--- config.mk ---
export PLATFORM = sky130hd
export DESIGN_NAME = timer_unit
export DESIGN_NICKNAME = d
export VERILOG_FILES = /design/src/rtl/timer_pkg.sv /design/src/rtl/timer_tap_edge.sv /design/src/rtl/timer_unit.sv
export SDC_FILE = /design/constraint.sdc
export NUM_CORES = 1
export LEC_CHECK = 0
export CAP_MARGIN = 20
export CORE_MARGIN = 3
export CORE_UTILIZATION = 35
export DETAILED_ROUTE_END_ITERATION = 6
export PLACE_DENSITY = 0.57
export SLEW_MARGIN = 20
export SYNTH_ARGS = -nofsm -noshare
export SYNTH_HDL_FRONTEND = slang
export SYNTH_SLANG_ARGS = --single-unit
--- constraint.sdc ---
create_clock -name clk -period 2.9 [get_ports clk]
set_input_delay 0.435 -clock clk [delete_from_list [all_inputs] [get_ports clk]]
set_output_delay 0.435 -clock clk [all_outputs]
set_load 0.005 [all_outputs]
--- src/rtl/timer_pkg.sv ---
// timer_pkg: shared address codes, TAC layout and FSM states for the timer unit.
package timer_pkg;
  localparam logic [1:0] ADDR_TIMA = 2'b01;
  localparam logic [1:0] ADDR_TMA  = 2'b10;
  localparam logic [1:0] ADDR_TAC  = 2'b11;
  localparam int TAC_EN = 2;
  localparam int TAC_SEL_W = 2;
  localparam logic [7:0] TAC_RD_MASK = 8'hF8;
  typedef enum logic [1:0] {IDLE, OVF, RELOAD} state_t;
endpackage

--- src/rtl/timer_tap_edge.sv ---
// timer_tap_edge: selects a divider tap, gates it with the enable and flags its falling edges.
module timer_tap_edge
  import timer_pkg::*;
(
  input  logic       clk,
  input  logic       reset,
  input  logic [2:0] tac,
  input  logic       tap_4k,
  input  logic       tap_262k,
  input  logic       tap_65k,
  input  logic       tap_16k,
  output logic       inc
);
  logic tap, sig, prev_sig;
  logic [TAC_SEL_W-1:0] tap_sel;
  assign tap_sel = tac[TAC_SEL_W-1:0];
  always_comb
    tap = tap_sel == 2'b00 ? tap_4k :
          tap_sel == 2'b01 ? tap_262k :
          tap_sel == 2'b10 ? tap_65k : tap_16k;
  assign sig = tac[TAC_EN] & tap;
  // disabling or reselecting while high looks like a falling edge, and counts as one
  assign inc = prev_sig & ~sig;
  always_ff @(posedge clk or posedge reset)
    if (reset) prev_sig <= 1'b0;
    else prev_sig <= sig;
endmodule

--- src/rtl/timer_unit.sv ---
// timer_unit: TIMA/TMA/TAC programmable timer with delayed reload and one-cycle interrupt pulse.
module timer_unit
  import timer_pkg::*;
#(
  parameter logic [7:0] TIMA_RST = 8'h00,
  parameter logic [7:0] TMA_RST  = 8'h00
) (
  input  logic       clk,
  input  logic       reset,
  input  logic       sel,
  input  logic [1:0] addr,
  input  logic       wr,
  input  logic       rd,
  input  logic [7:0] wdata,
  output logic [7:0] rdata,
  output logic       rdata_oe,
  input  logic       tap_4k,
  input  logic       tap_262k,
  input  logic       tap_65k,
  input  logic       tap_16k,
  output logic       int_timer
);
  state_t state, state_n;
  logic [7:0] tima, tima_n, tma;
  logic [2:0] tac;
  logic [8:0] tima_inc;
  logic inc, tima_wr, tma_wr, tac_wr, irq_n;
  timer_tap_edge u_tap_edge (
    .clk(clk), .reset(reset), .tac(tac),
    .tap_4k(tap_4k), .tap_262k(tap_262k), .tap_65k(tap_65k), .tap_16k(tap_16k),
    .inc(inc)
  );
  assign tima_wr  = sel & wr & (addr == ADDR_TIMA);
  assign tma_wr   = sel & wr & (addr == ADDR_TMA);
  assign tac_wr   = sel & wr & (addr == ADDR_TAC);
  assign tima_inc = {1'b0, tima} + 9'd1;
  assign rdata_oe = sel & rd;
  always_comb
    rdata = !rdata_oe           ? 8'h00 :
            addr == ADDR_TIMA   ? tima :
            addr == ADDR_TMA    ? tma :
            addr == ADDR_TAC    ? (TAC_RD_MASK | {5'b0, tac}) : 8'h00;
  always_ff @(posedge clk or posedge reset)
    if (reset) begin
      state     <= IDLE;
      tima      <= TIMA_RST;
      tma       <= TMA_RST;
      tac       <= 3'b000;
      int_timer <= 1'b0;
    end else begin
      state     <= state_n;
      tima      <= tima_n;
      tma       <= tma_wr ? wdata : tma;
      tac       <= tac_wr ? wdata[2:0] : tac;
      int_timer <= irq_n;
    end
  // RELOAD lets a TMA write land in TIMA too, and ignores CPU TIMA writes
  always_comb begin
    state_n = state;
    tima_n  = tima;
    case (state)
      IDLE:
        if (tima_wr) tima_n = wdata;
        else if (inc) begin
          tima_n  = tima_inc[7:0];
          state_n = tima_inc[8] ? OVF : IDLE;
        end
      OVF: begin
        tima_n  = (tima_wr | tma_wr) ? wdata : tma;
        state_n = tima_wr ? IDLE : RELOAD;
      end
      RELOAD: begin
        state_n = IDLE;
        if (tma_wr) tima_n = wdata;
        else if (inc) begin
          tima_n  = tima_inc[7:0];
          state_n = tima_inc[8] ? OVF : IDLE;
        end
      end
      default: state_n = IDLE;
    endcase
  end
  always_comb irq_n = (state == OVF) & ~tima_wr;
endmodule
**Word level (Yosys, flattened, before mapping)**

Index checks and enable logic that the tools add are counted.
W data, S select, Z words.

- Flip-flop bits (word level): 23
- Input port bits: 19
- Output and inout bits: 10
- Logic and storage cells: 50

- Add/subtract/negate cells: 1
- Equal/unequal tests: 9
- Multiplexer cells: 19
- Bitwise logic cells: 11
- Reduce and logical (&&, ||, !) cells: 4

Operator list:

| cell | number |
|---|---|
| $mux W8 | 8 |
| $pmux W8 S3 | 1 |
| $add A8 B1 Y9 const B | 1 |
| $and A1 B1 Y1 | 8 |
| $eq A2 B2 Y1 const B | 4 |
| $eq A2 B1 Y1 const B | 3 |
| $mux W1 | 6 |
| $mux W2 | 3 |
| $pmux W2 S3 | 1 |
| $logic_not A2 Y1 | 2 |
| $ne A2 B2 Y1 const B | 2 |
| $reduce_bool A3 Y1 | 1 |
| $not A1 Y1 | 2 |
| $reduce_and A2 Y1 | 1 |
| $or A1 B1 Y1 | 1 |

**Longest topological paths before layout**

Gate-level depths: netlist (run 1).

- Word-level depth: 10
- Depth in mapped cells: 8
- Depth with buffers taken out: 7

**Hierarchy**

Synthesis (run 1) repeated with hierarchy kept, for this count alone.

- Cell total of the unflattened synthesis: 227
- Area total of the unflattened synthesis: 1,825.5 µm²

By module, submodules not included:

| module | instances | cells an instance | area each (µm²) | sequential area each (µm²) |
|---|---|---|---|---|
| timer_unit | 1 | 222 | 1,760.4 | 550.5 |
| timer_tap_edge | 1 | 5 | 65.1 | 25.0 |

**Least setup slack after synthesis (run 1)**

Ideal clock, no wire load.

- Path type: flip-flop to flip-flop
- Start point: register tac[1]
- End point: register tima[7]
- Library setup time: 124 ps
- Arrival time: 1,858 ps
- Required time: 2,776 ps
- Slack: 918 ps
- Cell stages (with the launch flop): 6
- Path buffers: 0
- Period minus slack after synthesis: 1,982 ps
- Cell sequence: dfrtp_1 mux2i_2 o221ai_2 or3_4 mux2_4 a211o_1

- Longest elaborated chain between the ends: 10
- Elaborated cells on any way between the ends: 13
- Classes of those cells: 2 x eq/ne; 7 x mux; 3 x bitwise; 1 x reduce/logical

RTL lines:

| what | line | text |
|---|---|---|
| start, declared | timer_unit.sv:25 | `logic [2:0] tac;` |
| start signal, assigned | timer_unit.sv:54 | `tac <= tac_wr ? wdata[2:0] : tac;` |
| $eq A2 B2 Y1 | timer_tap_edge.sv:20 | `tap_sel == 2'b10 ? tap_65k : tap_16k;` |
| $mux W1 | timer_tap_edge.sv:20 |  |
| $mux W1 | timer_tap_edge.sv:19 | `tap_sel == 2'b01 ? tap_262k :` |
| $mux W1 (*) | timer_tap_edge.sv:18 | `tap = tap_sel == 2'b00 ? tap_4k :` |
| $and A1 B1 Y1 (*) | timer_tap_edge.sv:21 | `assign sig = tac[TAC_EN] & tap;` |
| $not A1 Y1 (*) | timer_tap_edge.sv:23 | `assign inc = prev_sig & ~sig;` |
| $and A1 B1 Y1 (*) | timer_tap_edge.sv:23 |  |
| $mux W8 (*) | n/a |  |
| $mux W8 (on tied branches) | n/a |  |
| $pmux W8 S3 (*) | n/a |  |
| end signal, assigned | timer_unit.sv:52 | `tima <= tima_n;` |
| end, declared | timer_unit.sv:24 | `logic [7:0] tima, tima_n, tma;` |

Mark *: on every way between the ends. The rest lies on a longest branch, timed or not.
A chain may end at the register's enable or synchronous reset.

**Worst setup path in the final report (run 1)**

- Start point: input port addr[0]
- End point: output port rdata[2]

- Longest elaborated chain between the ends: 5
- Elaborated cells on any way between the ends: 7
- Classes of those cells: 3 x eq/ne; 4 x mux

RTL lines:

| what | line | text |
|---|---|---|
| start, declared | timer_unit.sv:11 | `input logic [1:0] addr,` |
| $eq A2 B2 Y1 | timer_unit.sv:42 | `addr == ADDR_TAC ? (TAC_RD_MASK \| {5'b0, tac}) : 8'h00;` |
| $mux W8 | timer_unit.sv:42 |  |
| $mux W8 | timer_unit.sv:41 | `addr == ADDR_TMA ? tma :` |
| $mux W8 (*) | timer_unit.sv:40 | `addr == ADDR_TIMA ? tima :` |
| $mux W8 (*) | timer_unit.sv:39 | `rdata = !rdata_oe ? 8'h00 :` |
| end, declared | timer_unit.sv:15 | `output logic [7:0] rdata,` |

Marks and branches as above.

==> flow_summary.ini, run 1 <==
[cts]
root_buffer = clkbuf_8
insertion_delay_ns = 0.27
postCtsSetupBuffers = 0
cts_buffers = 3
hold_buffers = 0
clk_pin_slew_worst_paths_ns = 0.08
ctsResizeCount = 0
clk_path_buf_depth = 2
h-tree-depth = 1
numClockSinks = 23
cts_tree = yes

[power_and_ir_drop]
p_per_area_nw_per_um2 = 490
p_leak_nw = 0.894
ir_worst_vdd_mv = 0.222
totalPowerFinal_mw = 1.07

[timing]
fin_setup_tns_ns = 0
timing.final.crit_share = 0.896
period_needed_ns = 2.60
rsz0062_at_grt = no
worst_slack_ns = 0.301
hold_viol_final = 0
relSlewSlack = 0.623
finalMaxSlewViolations = 0
max_freq_ghz = 0.385
setup_violations = 0
tightestPinTransition_ns = 0.565
fin_skew_ns = 0.00303

[logic_synthesis]
synth_area_leaders = dfrtp_1 (33%), nand2_1 (10%), a21oi_1 (4.0%), ha_1 (3.6%), nor2_1 (3.2%)
ys_seq_elements = 23
syn_area_per_cell_um2 = 8.07
synthesis.area_um2 = 1760
synth_edf_count = 0
synthFlopType = dfrtp_1
syn_nets = 242
synth_top_area_frac = 0.327
seq_area_frac_synth = 0.327
yosysTopAreaCell = dfrtp_1
async_flop_share = 1.00
ys_types = 56
synth_warnings = 0
synthCells = 218

[setup_path]
endpoint_kind = output port
worstPathCellList = clkdlybuf4s50_1, buf_4, mux2_1, a22oi_1, nor2_1, clkdlybuf4s50_1
required_ns = 2.47
cpPeakStageDelay_ns = 0.49
critPathMaxFanout = 21
r2r.worst_path.cells = 7
start_kind = primary input
rr_endpoint = tima[7]
r2r-start = state[0]
slowest_stage = clkdlybuf4s50_1
cp.arrival_ns = 2.16
crit_top_cell = clkdlybuf4s50_1
critPathKind = primary input to output port
r2r_slack_ns = 0.69

[route]
antenna_violating_nets_post_route = 0
wl_per_cell_um = 15.8
dr.pass1.iters = 5
drc = 0
wirelength_mm = 4.96
dr_total_vias = 1743
via_per_inst = 5.55
drt_iter0_drc = 120

[cells_and_area]
fillCellCount = 480
final_cell_mix = nand2_1 (48), clkdlybuf4s50_1 (28), dfrtp_1 (23)
final_cells = 314
multi_input_area_um2 = 1110
final_common_cell = nand2_1
final_core_util = 0.457
ff_latch_area_um2 = 576
drive_gt1_frac = 0.0850
syn2layout_area_growth_pct = 24.3
nets = 272
n_antenna_cell = 0

[placement]
routabilityCongestion = 0.776
dp_worst_setup_slack_ns = 0.299
port_buffers = 28
numPlacedInstances = 310
hpwl_mm = 3.78

[global_route]
antenna_found_initial = 0
grt-ovfl-total = 0
grt_pass1_vias = 1610
grt_start_max_net_pins = 24
grt_use_total = 0.177
grt_first_pass_wirelength_mm = 8.36

[outcome]
status = finished clean

[floorplanning]
fp-row-count = 25
initial_core_util = 0.368
coreArea_um2 = 4790
die_w_um = 76.9
num_io_pins = 29
dieArea_um2 = 5910
die_h_um = 76.9

[flow_run]
cap_violations = 0

[min_path]
holdCritPathClass = primary input to asynchronous set/reset pin
-- worst max-delay path: cells and delay by family --
kind | cells | cell delay, ns
buf+inv | 3 | 1.18
mux | 1 | 0.34
compound gates | 1 | 0.15
simple gates | 1 | 0.06
-- per-stage QoR --
stage,hold WS [ns],area (um^2)
global route,0.543,2190
detailed placement,0.498,2140
global placement,0.489,2140
finish,0.504,2190
floorplan,0.437,1760
CTS,0.520,2190
-- layout make-up --
cell class                      count  share of cell area
Multi-Input combinational cell    176               0.507
Sequential cell                    23               0.263
Timing Repair Buffer               37               0.159
Tap cell                           67              0.0383
Clock buffer                        4              0.0206
Inverter                            7              0.0120
-- synth_stat cells (3+ instances only) --
cell      instances
o21ai_0           4
nor2_1           15
o22ai_1           4
a21oi_1          14
mux2_2            3
nor3_1            4
nor2b_1           3
nand2_1          48
nand2b_1          3
mux2_1            4
buf_2             3
ha_1              5
nand4_1           3
o21ai_1           7
inv_1             7
dfrtp_1          23
a22oi_1           5
nand3_1           3
clkbuf_1          7
-- per-layer routing --
layer,GRT usage,share of wire
met5,0,0
met4,0.0543,0.013
met3,0.0141,0.032
met2,0.288,0.47
met1,0.248,0.48
-- report_power, final --
group | internal (mW) | switching, mW | leakage (nW)
clock network | 0.0984 | 0.109 | 0.0228
registers | 0.394 | 0.0963 | 0.291
logic | 0.187 | 0.187 | 0.581
total | 0.679 | 0.392 | 0.894
-- how the worst max path moves through the flow --
stage,start,to
floorplan,tac[1],tima[7]
global placement,addr[0],rdata[0]
detailed placement,addr[0],rdata[2]
CTS,addr[0],rdata[2]
global route,addr[0],rdata[2]
finish,addr[0],rdata[2]
-- state kept, by name (all words and copies together), names as in the netlist --
| register | count |
|---|---|
| tima | 8 |
| tma | 8 |
| tac | 3 |
| state | 2 |
| int_timer | 1 |
| u_tap_edge.prev_sig | 1 |
-- logic make-up after synthesis --
family                   after synthesis  share of synthesized area
multiplexers                          11                     0.0747
buffers and inverters                 19                     0.0427
adder cells (fa/ha/maj)                5                     0.0356
AO/OA/AOI/OAI                         63                      0.251
flip-flops                            23                      0.327
XOR/XNOR                               2                    0.00996
AND/OR/NAND/NOR                       95                      0.259
Note: power is estimated with default switching activity, not from simulation.
==> run 2, diff against run 1 <==
--- a/config.mk
+++ b/config.mk
@@ -5,7 +5,6 @@
 export SDC_FILE = /design/constraint.sdc
 export NUM_CORES = 1
 export LEC_CHECK = 0
-export CAP_MARGIN = 20
 export CORE_MARGIN = 3
 export CORE_UTILIZATION = 35
 export DETAILED_ROUTE_END_ITERATION = 6
==> results of run 2 <==
The final DEF is identical to that of run 1; final timing and power are the same.
